[config.mk]
export PLATFORM = sky130hd
export DESIGN_NAME = sync_fifo
export DESIGN_NICKNAME = d
export VERILOG_FILES = /design/src/rtl/sync_fifo_pkg.sv /design/src/rtl/fifo_ptr_counter.sv /design/src/rtl/sync_fifo.sv
export SDC_FILE = /design/constraint.sdc
export NUM_CORES = 1
export LEC_CHECK = 0
export ABC_AREA = 1
export CAP_MARGIN = 5
export CORE_ASPECT_RATIO = 0.9
export CORE_MARGIN = 1.5
export CORE_UTILIZATION = 50
export DETAILED_ROUTE_END_ITERATION = 10
export PLACE_DENSITY = 0.77
export SLEW_MARGIN = 20
export SYNTH_ARGS = -nofsm -noshare
export SYNTH_HDL_FRONTEND = slang
export SYNTH_SLANG_ARGS = --single-unit
[constraint.sdc]
create_clock -name Clk -period 2.3 [get_ports Clk]
set_clock_uncertainty 0.1 [all_clocks]
set_input_delay 0.345 -clock Clk [delete_from_list [all_inputs] [get_ports Clk]]
set_output_delay 0.345 -clock Clk [all_outputs]
set_load 0.005 [all_outputs]
[src/rtl/sync_fifo_pkg.sv]
// Shared definitions for the single-clock FIFO: read-mode constants and a
// ceiling-log2 helper used for elaboration-time parameter checks.
package sync_fifo_pkg;

    // Read-mode selector values for the FWFT parameter.
    localparam int FWFT_OFF = 0;
    localparam int FWFT_ON  = 1;

    // Number of address bits needed to index 'value' distinct locations.
    function automatic int clog2(input int value);
        int result;
        int remaining;
        result    = 0;
        remaining = value - 1;
        while (remaining > 0) begin
            result    = result + 1;
            remaining = remaining >> 1;
        end
        return result;
    endfunction

endpackage

[src/rtl/fifo_ptr_counter.sv]
// Wrapping binary counter: counts 0..MODULUS-1 and wraps to 0. MODULUS
// need not be a power of two. Synchronous clear has priority over enable.
module fifo_ptr_counter #(
    parameter int WIDTH   = 4,
    parameter int MODULUS = 16
) (
    input  logic             clk_i,
    input  logic             clr_i,
    input  logic             en_i,
    output logic [WIDTH-1:0] value_o
);

    localparam logic [WIDTH-1:0] LAST_VALUE = WIDTH'(MODULUS - 1);

    logic [WIDTH-1:0] value_q;
    logic [WIDTH-1:0] value_d;

    // Next value: clear to zero, otherwise advance with wrap when enabled.
    always_comb begin
        value_d = value_q;
        if (clr_i) begin
            value_d = '0;
        end else if (en_i) begin
            value_d = (value_q == LAST_VALUE) ? '0 : value_q + WIDTH'(1);
        end
    end

    // Counter register.
    always_ff @(posedge clk_i) begin
        value_q <= value_d;
    end

    assign value_o = value_q;

endmodule

[src/rtl/sync_fifo.sv]
// Single-clock FIFO with arbitrary depth, registered status flags computed
// from the next occupancy, sticky overflow/underflow flags and a selectable
// standard (registered) or first-word-fall-through read mode.
module sync_fifo
    import sync_fifo_pkg::*;
#(
    parameter int DATA_WIDTH          = 8,
    parameter int ADDRESS_WIDTH       = 4,
    parameter int FIFO_DEPTH          = 1 << ADDRESS_WIDTH,
    parameter int ALMOST_FULL_THRESH  = FIFO_DEPTH - 2,
    parameter int ALMOST_EMPTY_THRESH = 2,
    parameter int FWFT                = FWFT_OFF
) (
    input  logic                     Clk,
    input  logic                     Reset_in,
    input  logic                     Clear_in,
    input  logic [DATA_WIDTH-1:0]    Data_in,
    input  logic                     WriteEn_in,
    output logic                     Full_out,
    output logic                     AlmostFull_out,
    output logic [DATA_WIDTH-1:0]    Data_out,
    input  logic                     ReadEn_in,
    output logic                     Empty_out,
    output logic                     AlmostEmpty_out,
    output logic [ADDRESS_WIDTH:0]   Count_out,
    output logic                     Overflow_out,
    output logic                     Underflow_out
);

    localparam int CW = ADDRESS_WIDTH + 1;
    localparam logic [CW-1:0] DEPTH_C = CW'(FIFO_DEPTH);
    localparam logic [CW-1:0] AF_C    = CW'(ALMOST_FULL_THRESH);
    localparam logic [CW-1:0] AE_C    = CW'(ALMOST_EMPTY_THRESH);

    // Reject depths the pointer width cannot address.
    if (FIFO_DEPTH < 2 || clog2(FIFO_DEPTH) > ADDRESS_WIDTH) begin : g_bad_depth
        $error("sync_fifo: FIFO_DEPTH must be in 2..2**ADDRESS_WIDTH");
    end

    // Storage: single-clock RAM, one write port and one registered read port.
    logic [DATA_WIDTH-1:0] mem_q [0:FIFO_DEPTH-1];

    logic [CW-1:0]         count_q;
    logic [CW-1:0]         count_d;
    logic                  full_q;
    logic                  empty_q;
    logic                  afull_q;
    logic                  aempty_q;
    logic                  overflow_q;
    logic                  underflow_q;
    logic [DATA_WIDTH-1:0] data_q;

    logic                  wr_acc;
    logic                  rd_acc;
    logic                  ptr_clr;
    logic [1:0]            ptr_en;
    logic [1:0][ADDRESS_WIDTH-1:0] ptr_val;
    logic [ADDRESS_WIDTH-1:0] wr_ptr;
    logic [ADDRESS_WIDTH-1:0] rd_ptr;

    // Requests are ignored during reset and flush; full blocks writes and
    // empty blocks reads even when the opposite side is accepted.
    assign wr_acc  = WriteEn_in & ~full_q  & ~Clear_in & ~Reset_in;
    assign rd_acc  = ReadEn_in  & ~empty_q & ~Clear_in & ~Reset_in;
    assign ptr_clr = Reset_in | Clear_in;

    // Index 0 is the write pointer, index 1 the read pointer.
    assign ptr_en = {rd_acc, wr_acc};

    for (genvar gi = 0; gi < 2; gi++) begin : g_ptr
        fifo_ptr_counter #(
            .WIDTH   (ADDRESS_WIDTH),
            .MODULUS (FIFO_DEPTH)
        ) u_ptr (
            .clk_i   (Clk),
            .clr_i   (ptr_clr),
            .en_i    (ptr_en[gi]),
            .value_o (ptr_val[gi])
        );
    end

    assign wr_ptr = ptr_val[0];
    assign rd_ptr = ptr_val[1];

    // Next occupancy: flush/reset empties, otherwise +write -read.
    always_comb begin
        count_d = count_q;
        if (Reset_in || Clear_in) begin
            count_d = '0;
        end else if (wr_acc && !rd_acc) begin
            count_d = count_q + CW'(1);
        end else if (rd_acc && !wr_acc) begin
            count_d = count_q - CW'(1);
        end
    end

    // Occupancy and status flags, all registered from the next count;
    // error flags survive a flush and only clear on reset.
    always_ff @(posedge Clk) begin
        if (Reset_in) begin
            count_q     <= '0;
            full_q      <= 1'b0;
            empty_q     <= 1'b1;
            afull_q     <= (ALMOST_FULL_THRESH == 0);
            aempty_q    <= 1'b1;
            overflow_q  <= 1'b0;
            underflow_q <= 1'b0;
        end else begin
            count_q  <= count_d;
            full_q   <= (count_d == DEPTH_C);
            empty_q  <= (count_d == '0);
            afull_q  <= (count_d >= AF_C);
            aempty_q <= (count_d <= AE_C);
            if (!Clear_in) begin
                if (WriteEn_in && full_q) begin
                    overflow_q <= 1'b1;
                end
                if (ReadEn_in && empty_q) begin
                    underflow_q <= 1'b1;
                end
            end
        end
    end

    // RAM write port.
    always_ff @(posedge Clk) begin
        if (wr_acc) begin
            mem_q[wr_ptr] <= Data_in;
        end
    end

    if (FWFT == FWFT_ON) begin : g_fwft
        // In FWFT mode the read pointer addresses the word already on
        // Data_out, so a pop fetches the entry after it.
        localparam logic [ADDRESS_WIDTH-1:0] LAST_PTR = ADDRESS_WIDTH'(FIFO_DEPTH - 1);
        logic [ADDRESS_WIDTH-1:0] rd_nxt;

        assign rd_nxt = (rd_ptr == LAST_PTR) ? '0 : rd_ptr + ADDRESS_WIDTH'(1);

        // Head register: bypass a write that becomes the new head, fetch the
        // following entry on a pop, hold (stale) when the pop empties it.
        always_ff @(posedge Clk) begin
            if (Reset_in) begin
                data_q <= '0;
            end else if (wr_acc && (empty_q || (rd_acc && count_q == CW'(1)))) begin
                data_q <= Data_in;
            end else if (rd_acc && count_q > CW'(1)) begin
                data_q <= mem_q[rd_nxt];
            end
        end
    end else begin : g_std
        // Standard mode: registered read of the head on an accepted read.
        always_ff @(posedge Clk) begin
            if (Reset_in) begin
                data_q <= '0;
            end else if (rd_acc) begin
                data_q <= mem_q[rd_ptr];
            end
        end
    end

    assign Full_out        = full_q;
    assign AlmostFull_out  = afull_q;
    assign Empty_out       = empty_q;
    assign AlmostEmpty_out = aempty_q;
    assign Count_out       = count_q;
    assign Overflow_out    = overflow_q;
    assign Underflow_out   = underflow_q;
    assign Data_out        = data_q;

endmodule

Word level (Yosys, flattened, before mapping)
Memory sizes are Yosys's and may differ from the RTL's. A register that Yosys moved wholly into a read port is not among the register bits.
Cells that the tools add are included.

operators by class
  $add $sub $neg = 4
  order comparisons = 2
  equality and inequality tests = 3
  multiplexer cells = 7
  bitwise operators = 11
  reductions and logical operators = 10

operators by type and width
  kind                                                               count
  2-to-1 mux 5 bit                                                   3
  adder 4 x 1 -> 4 bit, second input constant                        2
  == test 4 bit, second input constant                               2
  2-to-1 mux 4 bit                                                   2
  AND 1 bit                                                          6
  adder 5 x 1 -> 5 bit, second input constant                        1
  == test 5 bit, second input constant                               1
  greater-or-equal comparator 5 x 4 -> 1 bit, second input constant  1
  <= comparator 5 x 2 -> 1 bit, second input constant                1
  logical NOT 5 bit                                                  1
  subtractor 5 x 1 -> 5 bit, second input constant                   1
  logical AND 1 bit                                                  4
  NOT 1 bit                                                          4
  AND reduction 2 bit                                                2
  logical NOT 1 bit                                                  2
  2-to-1 mux 1 bit                                                   2
  logical OR 1 bit                                                   1
  bitwise OR 1 bit                                                   1

word-level totals
  flip-flop bits (word level) = 19
  memory bits (writable) = 128
  input bits = 13
  word-level logic and storage cells = 47
  memories kept = 1

memories
  memory  words  bits a word  rd ports  clocked after Yosys merged registers in  wr ports  line             text
  mem_q   16     8            1         1                                        1         sync_fifo.sv:41  logic [DATA_WIDTH-1:0] mem_q [0:FIFO_DEPTH-1];

Logic depth before layout (Yosys ltp)
  word-level depth = 10
  mapped depth = 12
  gate-level depth less buffers = 12

Modules after synthesis
From an unflattened synthesis, not the netlist that was laid out.

second synthesis, totals
  cell total of the unflattened synthesis = 623
  area, all modules = 6602.6 um^2

by module, submodules not included
  module            times used  cells each  area each (um^2)  sequential area each (um^2)
  sync_fifo         1           565         6212.2            4224.1
  fifo_ptr_counter  2           29          195.2             80.1

Worst setup path before layout
Ideal clock, no wire load.

  kind = register to register
  from = register full_q (netlist: Full_out)
  to = memory mem_q[11][0], enable pin
  library setup time = 0.370 ns
  arrival = 1.162 ns
  data required time = 1.830 ns
  path slack = 0.667 ns
  stages on the path, launching flop included = 6
  clock period less this slack = 1.633 ns
  cell sequence = dfxtp_1 > inv_1 > nand2_4 > nor2_4 > nand3_1 > nor2_1

between the ends
  longest elaborated chain between the ends = 6

ends and longest elaborated chain
  item                                    line              text
  start: declaration                      sync_fifo.sv:45   logic full_q;
  start signal: assignment                sync_fifo.sv:110  full_q <= (count_d == DEPTH_C);
  NOT 1 bit                               sync_fifo.sv:63   assign wr_acc = WriteEn_in & ~full_q & ~Clear_in & ~Reset_in;
  AND 1 bit (3 in a row)                  sync_fifo.sv:63
  2-to-1 mux 1 bit                        sync_fifo.sv:127  if (wr_acc) begin
  2-to-1 mux 1 bit (not written as such)  sync_fifo.sv:128  mem_q[wr_ptr] <= Data_in;
  end: declaration                        sync_fifo.sv:41

No other way between the ends.

==> results_tabular.tex <==
\begin{tabular}{lr}
\hline
Metric & Value \\
\hline
\multicolumn{2}{l}{\textbf{Run status}} \\
\quad Run status & finished clean \\
\multicolumn{2}{l}{\textbf{GRT}} \\
\quad Maximum number of pins on one net before global-route repair & 72 \\
\quad Initial antenna violation count & 0 \\
\quad All-layer global routing usage & 24.3\% \\
\quad Vias in the first global route & 4663 \\
\quad Final global-route overflow total & 0 \\
\quad Global-route wire length before repair & 24300 µm \\
\multicolumn{2}{l}{\textbf{Cells and area}} \\
\quad Number of filler cells placed in the layout & 1000 \\
\quad Area of combinational cells with multiple inputs & 1910 µm² \\
\quad Total inserted antenna cells & 0 \\
\quad Layout cells sized above 1 & 12.8\% \\
\quad Layout overhead on the synthesized area & 19.4\% \\
\quad Final \#Nets & 709 \\
\quad Reg area & 4390 µm² \\
\multicolumn{2}{l}{\textbf{Synth}} \\
\quad Mean post-synth cell area & 10.4 µm² \\
\quad Synth cell types & 33 \\
\quad Cell type contributing the most total cell area after synthesis & sky130\_fd\_sc\_hd\_\_edfxtp\_1 \\
\quad Fraction of synthesized cell area taken by the top area cell type & 58.4\% \\
\quad Total number of yosys warnings & 0 \\
\quad Proportion of synthesized chip area in sequential cells & 66.6\% \\
\quad Number of enable flip-flop cells after synthesis & 128 \\
\quad Synthesized cell area & 6590 µm² \\
\quad Post-synth net total & 651 \\
\quad Ys async rst share & 0\% \\
\quad Ranking of synthesized cells by area & sky130\_fd\_sc\_hd\_\_edfxtp\_1 (58\%), sky130\_fd\_sc\_hd\_\_nor2\_1 (8.9\%), sky130\_fd\_sc\_hd\_\_dfxtp\_1 (8.2\%) \\
\quad Flops \& latches, synth & 155 \\
\quad Leading register cell type out of synthesis & sky130\_fd\_sc\_hd\_\_edfxtp\_1 \\
\quad Cells after Synth & 631 \\
\multicolumn{2}{l}{\textbf{Timing}} \\
\quad Slew HR & 62.1\% \\
\quad Worst slew pin tran & 568 ps \\
\quad Tightest hold margin & 383 ps \\
\quad Setup TNS & 0 ps \\
\quad Final hold vios & 0 \\
\quad Final max-slew violation count & 0 \\
\quad Achievable Freq & 501 MHz \\
\quad Final period util & 86.9\% \\
\quad Crit path time final & 2000 ps \\
\quad RSZ-0062 raised after global routing & false \\
\quad Final setup fails & 0 \\
\multicolumn{2}{l}{\textbf{Pwr}} \\
\quad Portion of total power attributed to the clock network & 46.8\% \\
\quad Switching part of the total power & 20.6\% \\
\quad Logic pwr share & 4.1\% \\
\quad Internal power & 4.96 mW \\
\quad Pwr Density & 795 nW/µm² \\
\quad Part of the power in registers & 49.1\% \\
\quad Maximum ir drop on the vdd rail & 590 µV \\
\quad Net load switching power & 1.29 mW \\
\quad Static Leak & 2.99 nW \\
\multicolumn{2}{l}{\textbf{Clocking}} \\
\quad Root Buffer Master & sky130\_fd\_sc\_hd\_\_clkbuf\_16 \\
\quad Post-CTS setup buffers & 0 \\
\quad Number of levels the H-tree was split into & 4 \\
\quad Clk\_lat worst skew & 430 ps \\
\quad CTS sink count & 155 \\
\quad Clock tree from TritonCTS & yes \\
\quad Cts bufs inserted & 17 \\
\quad Maximum buffer depth of the clock tree & 2 \\
\quad CTS hold repair buffers & 0 \\
\quad Clock slew seen by the registers of the worst setup and hold paths & 60 ps \\
\quad Post-CTS sizing & 0 \\
\multicolumn{2}{l}{\textbf{Setup path}} \\
\quad End of the worst register-to-register path & Data\_out[4] \\
\quad Worst R2R Start & g\_ptr[1].u\_ptr.value\_o[0] \\
\quad Crit path launch type & register \\
\quad Arrival time at the worst endpoint & 2270 ps \\
\quad Worst r2r path cells & 8 \\
\quad Required time at the endpoint of the critical path & 2580 ps \\
\quad Worst reg-to-reg setup slack & 300 ps \\
\quad WS Path Type & reg -> reg \\
\quad Critical Path Fanout Max & 31 \\
\quad Crit end category & register \\
\multicolumn{2}{l}{\textbf{Min path}} \\
\quad Endpoint of the worst hold-timing path & Underflow\_out \\
\quad Cell depth of the worst hold path & 2 \\
\quad Worst min path class & reg -> reg \\
\quad Worst Min Path Start & Underflow\_out \\
\multicolumn{2}{l}{\textbf{Detailed routing}} \\
\quad Antenna viol nets, final & 0 \\
\quad Avg WL per Cell & 18.0 µm \\
\quad TritonRoute pass-1 iters & 6 \\
\quad WL final & 15600 µm \\
\quad Remaining DRCs & 0 \\
\quad Drt initial violations & 714 \\
\quad Via count & 4896 \\
\quad Via/cell ratio & 5.65 \\
\multicolumn{2}{l}{\textbf{Die}} \\
\quad Overall die width & 124 µm \\
\quad Site Rows & 39 \\
\quad Core Footprint & 12800 µm² \\
\quad Number of top-level pins & 32 \\
\quad Vert. Die Dim & 112 µm \\
\quad Starting utilization of the core area & 51.5\% \\
\quad Total die area & 13900 µm² \\
\multicolumn{2}{l}{\textbf{Placed design}} \\
\quad Post-DP HPWL & 10300 µm \\
\quad Placer Congestion & 0.889 \\
\quad Port Buffers & 31 \\
\multicolumn{2}{l}{\textbf{Flow run}} \\
\quad Count of maximum capacitance violations & 0 \\
\hline
\end{tabular}
-- through the flow --
step	util (%)	total power, mW	setup WS [ps]	cells	instance area, µm²
floorplan	-	3.24	667	631	6590
global placement	56.7	3.37	71.0	834	7240
detailed placement	56.7	3.38	25.3	834	7240
CTS	61.5	6.26	359	866	7870
global route	61.5	6.42	196	866	7870
finish	61.5	6.25	302	866	7870
-- sequential cells by signal, indices dropped and copies added, names as in the netlist --
| signal | flops |
|---|---|
| AlmostEmpty_out | 1 |
| AlmostFull_out | 1 |
| Count_out | 5 |
| Data_out | 8 |
| Empty_out | 1 |
| Full_out | 1 |
| Overflow_out | 1 |
| Underflow_out | 1 |
| g_ptr.u_ptr.value_o | 8 |
| mem_q | 128 |
-- cell usage in the layout, fill, tap and decap left out, types with 4 or more instances in the layout --
cell type                         count
sky130_fd_sc_hd__clkbuf_16           17
sky130_fd_sc_hd__inv_1               35
sky130_fd_sc_hd__a21oi_1              6
sky130_fd_sc_hd__ha_1                 7
sky130_fd_sc_hd__buf_4               33
sky130_fd_sc_hd__clkinv_2             4
sky130_fd_sc_hd__o21ai_0             60
sky130_fd_sc_hd__inv_2                4
sky130_fd_sc_hd__bufinv_16            4
sky130_fd_sc_hd__nand2_1             84
sky130_fd_sc_hd__edfxtp_1           128
sky130_fd_sc_hd__clkdlybuf4s50_1     31
sky130_fd_sc_hd__nand3_1             65
sky130_fd_sc_hd__dfxtp_1             26
sky130_fd_sc_hd__nor2_1             156
sky130_fd_sc_hd__nand2_2              5
-- critical path, stage by stage (launching register included) --
cell and delay (ps):
sky130_fd_sc_hd__dfxtp_2 330, sky130_fd_sc_hd__inv_1 420, sky130_fd_sc_hd__buf_4 390, sky130_fd_sc_hd__o21ai_0 200, sky130_fd_sc_hd__nand3_1 120, sky130_fd_sc_hd__nand3_1 150, sky130_fd_sc_hd__nand3_1 120, sky130_fd_sc_hd__nand2_1 60
sky130_fd_sc_hd__inv_1 50
-- cell usage after synthesis, types with 4 or more instances --
cell type                    n
sky130_fd_sc_hd__o21ai_0    60
sky130_fd_sc_hd__buf_2      15
sky130_fd_sc_hd__nand3_1    65
sky130_fd_sc_hd__clkbuf_1    7
sky130_fd_sc_hd__dfxtp_1    27
sky130_fd_sc_hd__a21oi_1     6
sky130_fd_sc_hd__inv_1      35
sky130_fd_sc_hd__inv_2       4
sky130_fd_sc_hd__edfxtp_1  128
sky130_fd_sc_hd__nand2_2     5
sky130_fd_sc_hd__nand2_1    84
sky130_fd_sc_hd__nor2_1    156
sky130_fd_sc_hd__ha_1        7
-- area by class of cell --
type	instances	area share [%]
Tap cell	164	2.61
Timing Repair Buffer	65	7.35
Inverter	42	2.04
Clock buffer	17	5.41
Multi-Input combinational cell	408	24.3
Clock inverter	15	2.51
Sequential cell	155	55.8
-- power groups by stage --
stage / registers [mW] / clock network [mW] / logic (mW)
finish: 3.07 / 2.93 / 0.257
global route: 3.07 / 3.07 / 0.279
CTS: 3.07 / 2.93 / 0.256
detailed placement: 3.13 / 0 / 0.253
global placement: 3.13 / 0 / 0.246
floorplan: 3.13 / 0 / 0.110
-- metal layers --
| layer | track usage (%) | part of all wire, % | up-vias |
|---|---|---|---|
| met1 | 32.8 | 40 | 2344 |
| met4 | 10.9 | 3.2 | 0 |
| met5 | 0 | 0 | - |
| met3 | 5.48 | 9.3 | 45 |
| met2 | 37.6 | 47 | 252 |
| li1 | - | - | 2255 |
-- cells by family (layout without fill, tap and decap cells) --
kind of cell / after synthesis / count (layout) / synth area share [%]
simple gates: 328 / 328 / 22.0
fa+ha+maj: 7 / 7 / 1.33
xor+xnor: 1 / 1 / 0.133
compound gates: 72 / 72 / 5.62
flops: 155 / 155 / 66.6
buf+inv: 68 / 139 / 4.37
-- worst max path at each step --
stage,from,cells past startpoint,to
5_1_grt,g_ptr[1].u_ptr.value_o[0],8,Data_out[4]
6_report,g_ptr[1].u_ptr.value_o[0],8,Data_out[4]
4_1_cts,g_ptr[1].u_ptr.value_o[0],8,Data_out[0]
3_5_place_dp,Reset_in,7,mem_q[6][1]
3_3_place_gp,Reset_in,7,mem_q[14][4]
2_1_floorplan,Full_out,5,mem_q[11][0]
No activity file was read; power rests on OpenSTA's default activity.
